--- config.mk ---
export PLATFORM = sky130hd
export DESIGN_NAME = fp_normalize_round
export DESIGN_NICKNAME = d
export VERILOG_FILES = /design/src/rtl/fp_normalize_round.sv
export SDC_FILE = /design/constraint.sdc
export NUM_CORES = 1
export LEC_CHECK = 0
export CORE_ASPECT_RATIO = 0.8
export CORE_MARGIN = 3
export CORE_UTILIZATION = 35
export CTS_BUF_LIST = sky130_fd_sc_hd__clkbuf_4 sky130_fd_sc_hd__clkbuf_8
export DETAILED_ROUTE_END_ITERATION = 6
export GPL_TIMING_DRIVEN = 0
export PLACE_DENSITY_LB_ADDON = 0.3
export SLEW_MARGIN = 25
export SYNTH_ARGS = -nofsm -noshare
export SYNTH_HDL_FRONTEND = slang
export SYNTH_SLANG_ARGS = --single-unit
--- constraint.sdc ---
create_clock -name clk -period 4 [get_ports clk]
set_clock_uncertainty 0.05 [all_clocks]
set_input_delay 1.2 -clock clk [delete_from_list [all_inputs] [get_ports clk]]
set_output_delay 1.2 -clock clk [all_outputs]
set_load 0.05 [all_outputs]
--- src/rtl/fp_normalize_round.sv ---
// fp_normalize_round: sequential normalize, round-to-nearest-even and binary32 pack
// for the FP adder post-add stage, with valid/ready handshakes on both sides.
module fp_normalize_round (
    input  logic        clk,
    input  logic        rst,
    input  logic        in_valid,
    output logic        in_ready,
    input  logic [27:0] S,
    input  logic        Co,
    input  logic        SO,
    input  logic [7:0]  E,
    output logic        out_valid,
    input  logic        out_ready,
    output logic [31:0] result,
    output logic        ovf
);
    typedef enum logic [1:0] {IDLE, NORM, ROUND, DONE} state_t;
    state_t      state, state_n;
    logic [28:0] m, m_n;
    logic [9:0]  x, x_n, xr;
    logic        sign, sign_n, ovf_n, up;
    logic [31:0] result_n;
    logic [24:0] f;
    logic [23:0] fr;
    assign in_ready  = (state == IDLE) & ~rst;
    assign out_valid = (state == DONE);
    always_ff @(posedge clk or posedge rst) begin
        if (rst) begin
            state  <= IDLE;
            m      <= '0;
            x      <= '0;
            sign   <= 1'b0;
            result <= '0;
            ovf    <= 1'b0;
        end else begin
            state  <= state_n;
            m      <= m_n;
            x      <= x_n;
            sign   <= sign_n;
            result <= result_n;
            ovf    <= ovf_n;
        end
    end
    always_comb begin
        state_n  = state;
        m_n      = m;
        x_n      = x;
        sign_n   = sign;
        result_n = result;
        ovf_n    = ovf;
        up       = m[2] & (m[1] | m[0] | m[3]);
        f        = {1'b0, m[26:3]} + {24'd0, up};
        // a mantissa carry renormalizes by one place and bumps the exponent
        fr       = f[24] ? f[24:1] : f[23:0];
        xr       = x + {9'd0, f[24]};
        case (state)
            IDLE: if (in_valid) begin
                m_n     = {Co, S};
                sign_n  = SO;
                x_n     = (E == 8'd0) ? 10'd1 : {2'b00, E};
                state_n = NORM;
            end
            NORM: begin
                if (m == '0) state_n = ROUND;
                else if (m[28] | m[27]) begin
                    m_n = {1'b0, m[28:2], m[1] | m[0]};
                    x_n = x + 10'd1;
                end else if (!m[26] && x > 10'd1) begin
                    m_n = {m[27:0], 1'b0};
                    x_n = x - 10'd1;
                end else state_n = ROUND;
            end
            ROUND: begin
                // hidden bit still clear at X==1 leaves a denormal with a zero exponent field
                result_n = (m == '0)     ? {sign, 31'h0} :
                           (xr >= 10'd255) ? {sign, 8'hFF, 23'h0} :
                           {sign, fr[23] ? xr[7:0] : 8'h00, fr[22:0]};
                ovf_n    = (m != '0) && (xr >= 10'd255);
                state_n  = DONE;
            end
            DONE: if (out_ready) state_n = IDLE;
            default: state_n = IDLE;
        endcase
    end
endmodule

Yosys cells after proc, flatten, opt, wreduce, memory -nomap -nowiden. Index checks and enable logic that the tools add are counted.

Output and inout bits: 35. Word-level logic and storage cells: 59. Bits of input ports: 42. Flip-flop bits (word level): 75.

Equality and inequality tests: 9. Reductions and logical operators: 11. Add/sub/neg operators: 4. Muxes and demuxes: 21. Order comparisons: 2. Bitwise operators: 6.

Operator list (count): two-way mux 29 bit (4); two-way mux 31 bit (2); one-hot mux 29 bit (2 select lines) (1); two-way mux 10 bit (4); logical NOT 29 bit (1); nonzero test 29 bit (1); adder 24 x 1 -> 25 bit (1); two-way mux 24 bit (1); one-hot mux 10 bit (2 select lines) (1); two-way mux 8 bit (2); adder 10 x 1 -> 10 bit (1); adder 10 x 1 -> 10 bit, second input constant (1); >= comparator 10 x 8 -> 1 bit, second input constant (1); > comparator 10 x 1 -> 1 bit, second input constant (1); two-way mux 2 bit (5); subtractor 10 x 1 -> 10 bit, second input constant (1); inequality test 3 bit, second input constant (3); logical NOT 8 bit (1); one-hot mux 2 bit (4 select lines) (1); AND reduction 4 bit (2); equality test 2 bit, second input constant (2); inequality test 2 bit, second input constant (2); OR 1 bit (3); bitwise AND 1 bit (2); 8 further kinds (9).

Logic depth before layout (Yosys ltp).
Depth after elaboration: 8. Depth in mapped cells: 16. Mapped depth without buffers: 12.

Least setup slack after synthesis. Ideal clock, no wire load.

Path kind: reg-to-reg. Start: reg m[2]. End: reg result[13]. Required time: 3805 ps. Arrival: 3578 ps. Cell stages (with the launch flop): 17. Setup time: 145 ps. Slack: 227 ps. Cells stage by stage: dfrtp_1 and2_1 ha_1 and3_1 clkbuf_1 nand4_1 nor2_4 buf_6 ha_1 ha_1 buf_2 inv_1 o41ai_1 o41ai_4 nand3_2 buf_4 o32ai_2.

Cells in the longest elaborated chain, start to end: 6. Elaborated cells on any way between the ends: 8.

RTL lines: from (decl) (RTL line 19) `logic [28:0] m, m_n;`; from (signal assigned) (RTL line 37) `m <= m_n;`; bitwise AND 1 bit (RTL line 51) `up = m[2] & (m[1] | m[0] | m[3]);`; adder 24 x 1 -> 25 bit (RTL line 52) `f = {1'b0, m[26:3]} + {24'd0, up};`; adder 10 x 1 -> 10 bit (RTL line 55) `xr = x + {9'd0, f[24]};`; >= comparator 10 x 8 -> 1 bit (RTL line 76) `(xr >= 10'd255) ? {sign, 8'hFF, 23'h0} :`; two-way mux 31 bit (RTL line 76); two-way mux 31 bit (*) (RTL line 75) `result_n = (m == '0) ? {sign, 31'h0} :`; to (signal assigned) (RTL line 40) `result <= result_n;`; to (decl) (RTL line 14) `output logic [31:0] result,`.

Every way passes the cells marked *; elsewhere a longest branch is shown, timed or not. A chain may end at the register's enable or synchronous reset.

Final worst setup path.
Start: in rst. End: out in_ready.

Cells in the longest elaborated chain, start to end: 2.

RTL lines: from (decl) (RTL line 5) `input logic rst,`; NOT 1 bit (RTL line 25) `assign in_ready = (state == IDLE) & ~rst;`; bitwise AND 1 bit (RTL line 25); to (decl) (RTL line 7) `output logic in_ready,`.

No other way between the ends.

==> flow_summary.json <==
{
  "outcome": "complete, no violations",
  "coreArea_um2": 14300,
  "syn-num-nets": 643,
  "path_buf_inv": 2,
  "ir_drop_v": 0.000617,
  "leakagePower_nw": 2.61,
  "rows": 39,
  "crit_type": "in2out",
  "synth-edff-count": 0,
  "cp_slowest_stage_delay_ns": 0.81,
  "root_buffer": "clkbuf_8",
  "area_growth_pct": 25.1,
  "cts_tree": "built",
  "path_clk_slew_ns": 0.08,
  "avgSynthCellArea_um2": 8.72,
  "firstDrtPassIters": 7,
  "cpMostUsedCell": "clkdlybuf4s50_1",
  "htree_num_levels": 3,
  "numClockSinks": 75,
  "die_x_um": 142,
  "yosysTopAreaCell": "dfrtp_1",
  "ys_ff_latch": 75,
  "drc": 0,
  "vias": 4847,
  "hold_buffers": 0,
  "numCtsBuffers": 9,
  "synth-async-reset-ratio_pct": 100,
  "yosys_warnings": 0,
  "postSynthCellCount": 591,
  "drive_gt1_share_pct": 15.0,
  "synth.area.top_cells": "dfrtp_1 36%, nand2_1 5.5%, mux2_2 4.8%",
  "tightestPinTransition_ns": 0.611,
  "hp-class": "reg2reg",
  "critical_path.top_delay_family": "buffers and inverters",
  "grt_pass1_vias": 4638,
  "setup_tns_ns": 0,
  "slew_viol_final": 0,
  "crit_arrival_ns": 2.60,
  "grt_pass1_wl_mm": 23.8,
  "layout_min_cycle_time_ns": 3.85,
  "timing.final.crit_share_pct": 96.2,
  "gp_congestion": 0.909,
  "grt_overflow": 0,
  "clockBufferDepth": 2,
  "path_cells": "clkdlybuf4s50_1 > nor2b_1 > clkdlybuf4s50_1",
  "routed_via_density": 5.56,
  "antenna_cells": 0,
  "critPathLaunchType": "input port",
  "hold_viol": 0,
  "p_total_mw": 5.81,
  "antenna_found_initial": 0,
  "netlist.area_leader.share_pct": 36.4,
  "setup-violations-final": 0,
  "slew_headroom_pct": 59.0,
  "cap_violations": 0,
  "track_usage_pct": 18.4,
  "nFillCells": 1394,
  "postRouteWirelength_mm": 15.0,
  "synthFlopType": "dfrtp_1",
  "drtIter0Drc": 363,
  "postRouteAntennaNets": 0,
  "die_h_um": 115,
  "nets": 734,
  "cp_max_fo": 2,
  "p_per_area_nw_per_um2": 901,
  "yosysSeqAreaShare_pct": 36.4,
  "dp_hpwl_mm": 11.2,
  "grt_max_degree": 50,
  "fmax_mhz": 260,
  "clock_latency_ns": 0.37,
  "syn_area_um2": 5150,
  "crit_path_end_kind": "output port",
  "start_util_pct": 35.9,
  "wire_per_inst_um": 17.2,
  "io_pins": 77,
  "ys_types": 66,
  "dieArea_um2": 16200,
  "cp.required_ns": 2.75,
  "slowest_stage": "clkdlybuf4s50_1",
  "io_buffers": 76
}
per-stage QoR:
| stage | hold slack (ns) | cell area (um^2) | std cells | setup slack [ns] | utilization, % |
|---|---|---|---|---|---|
| after detailed placement | 0.451 | 6180 | 852 | -0.385 | 43.0 |
| after CTS | 0.471 | 6430 | 869 | 0.00447 | 44.8 |
| after floorplan | 0.424 | 5150 | 591 | 0.227 | - |
| after global routing | 0.493 | 6450 | 871 | -0.00611 | 45.0 |
| after global placement | 0.432 | 6150 | 851 | -0.513 | 42.8 |
| final | 0.464 | 6450 | 871 | 0.150 | 45.0 |
path summary, 6_finish.rpt:
kind,start,to,slack (ns),depth (start not counted)
worst max-delay path,rst,in_ready,0.15,3
worst min-delay path,ovf$_DFFE_PP0P_,ovf$_DFFE_PP0P_,0.46,2
worst max register to register,m[2]$_DFFE_PP0P_,result[15]$_DFFE_PP0P_,0.22,16
worst min register to register,ovf$_DFFE_PP0P_,ovf$_DFFE_PP0P_,0.46,2
max in group asynchronous,rst,result[4]$_DFFE_PP0P_,2.17,3
min in group asynchronous,rst,x[9]$_DFFE_PP0P_,1.14,2
report_power, final:
group          internal, mW  leakage [nW]  switching, mW
clock network         0.413         0.119          0.311
registers              1.12         0.910          0.312
logic                  1.41          1.58           2.24
per-layer routing:
layer  wire length (um)  GRT usage, %  part of all wire [%]
met4                214          4.80                   1.4
met2               6580          28.0                    44
met5                  0             0                     0
met3                957          4.18                   6.4
met1               7220          26.6                    48
worst register-to-register path, stage by stage, from the launching register on:
cell,delay (ns)
dfrtp_2,0.46
and2_1,0.15
ha_1,0.16
and3_1,0.15
clkbuf_1,0.24
nand4_1,0.22
nor2_4,0.20
buf_6,0.18
ha_2,0.27
ha_1,0.16
buf_2,0.17
inv_1,0.12
o41ai_2,0.44
o41ai_4,0.16
nand3_2,0.17
buf_4,0.22
o32ai_2,0.11
cells in the final DEF, fill, tap and decap left out, types with 4 or more instances in the layout:
master,synthesis,routed
nand2_1,76,76
clkdlybuf4s50_1,0,76
dfrtp_1,75,73
inv_1,48,47
nor2_1,38,38
nand3_1,30,30
clkbuf_1,28,28
a31oi_1,26,26
mux2_2,22,22
a21oi_1,19,19
buf_2,17,17
nand4_1,16,16
o32ai_1,13,13
xnor2_1,12,12
xor2_1,12,12
nor3_1,11,11
o32ai_2,10,10
nor4_1,9,9
o21ai_0,9,9
ha_1,10,9
clkbuf_8,0,9
mux2i_1,8,8
o221ai_1,8,8
nor3b_1,7,7
buf_4,3,6
and3_1,6,6
o22ai_1,6,6
mux2_4,6,6
a21o_1,5,5
buf_6,4,4
repair_timing:
action	4_1_cts	5_1_grt
pin swaps	2	1
buffers inserted	1	2
setup endpoints to repair	32	32
resized for setup	1	3
synth_stat cells (3+ instances only):
library cell and count:
and4_1 3, inv_1 48, nand4_1 16, nor4_1 9, and3_1 6, o21ai_0 9, a21oi_1 19, nand3_1 30
nand2_1 76, buf_6 4, a21o_1 5, o21a_1 3, xor2_1 12, o32ai_1 13, xnor2_1 12, buf_4 3
mux2i_1 8, a31oi_1 26, mux2_2 22, o32ai_2 10, o211ai_1 3, dfrtp_1 75, a2111oi_0 3, nor3b_1 7
nor2_1 38, nor3_1 11, o221ai_1 8, ha_1 10, mux2_4 6, clkbuf_1 28, o22ai_1 6, buf_2 17
layout make-up:
type | count | area [um^2] | share of cell area (%)
clock inverters | 7 | 116 | 1.80
plain buffers | 56 | 275 | 4.27
clock buffers | 9 | 124 | 1.92
multi-input cells | 411 | 2830 | 43.9
repair buffers | 80 | 811 | 12.6
well taps | 184 | 230 | 3.57
flip-flops and latches | 75 | 1880 | 29.1
inverters | 49 | 186 | 2.89
state kept, by name, indices dropped and copies added, names as in the netlist:
register / cells
m: 29
ovf: 1
result: 32
sign: 1
state: 2
x: 10
cell families after synthesis:
| kind of cell | after synthesis | share of synthesized area, % |
|---|---|---|
| and+or+nand+nor | 219 | 21.5 |
| AOI/OAI and AO/OA | 122 | 18.6 |
| buffers and inverters | 105 | 8.91 |
| DFF | 75 | 36.4 |
| muxes | 36 | 8.11 |
| xor gates and xnor gates | 24 | 4.08 |
| adders and majority gates | 10 | 2.43 |
Note: power is estimated with default switching activity, not from simulation.
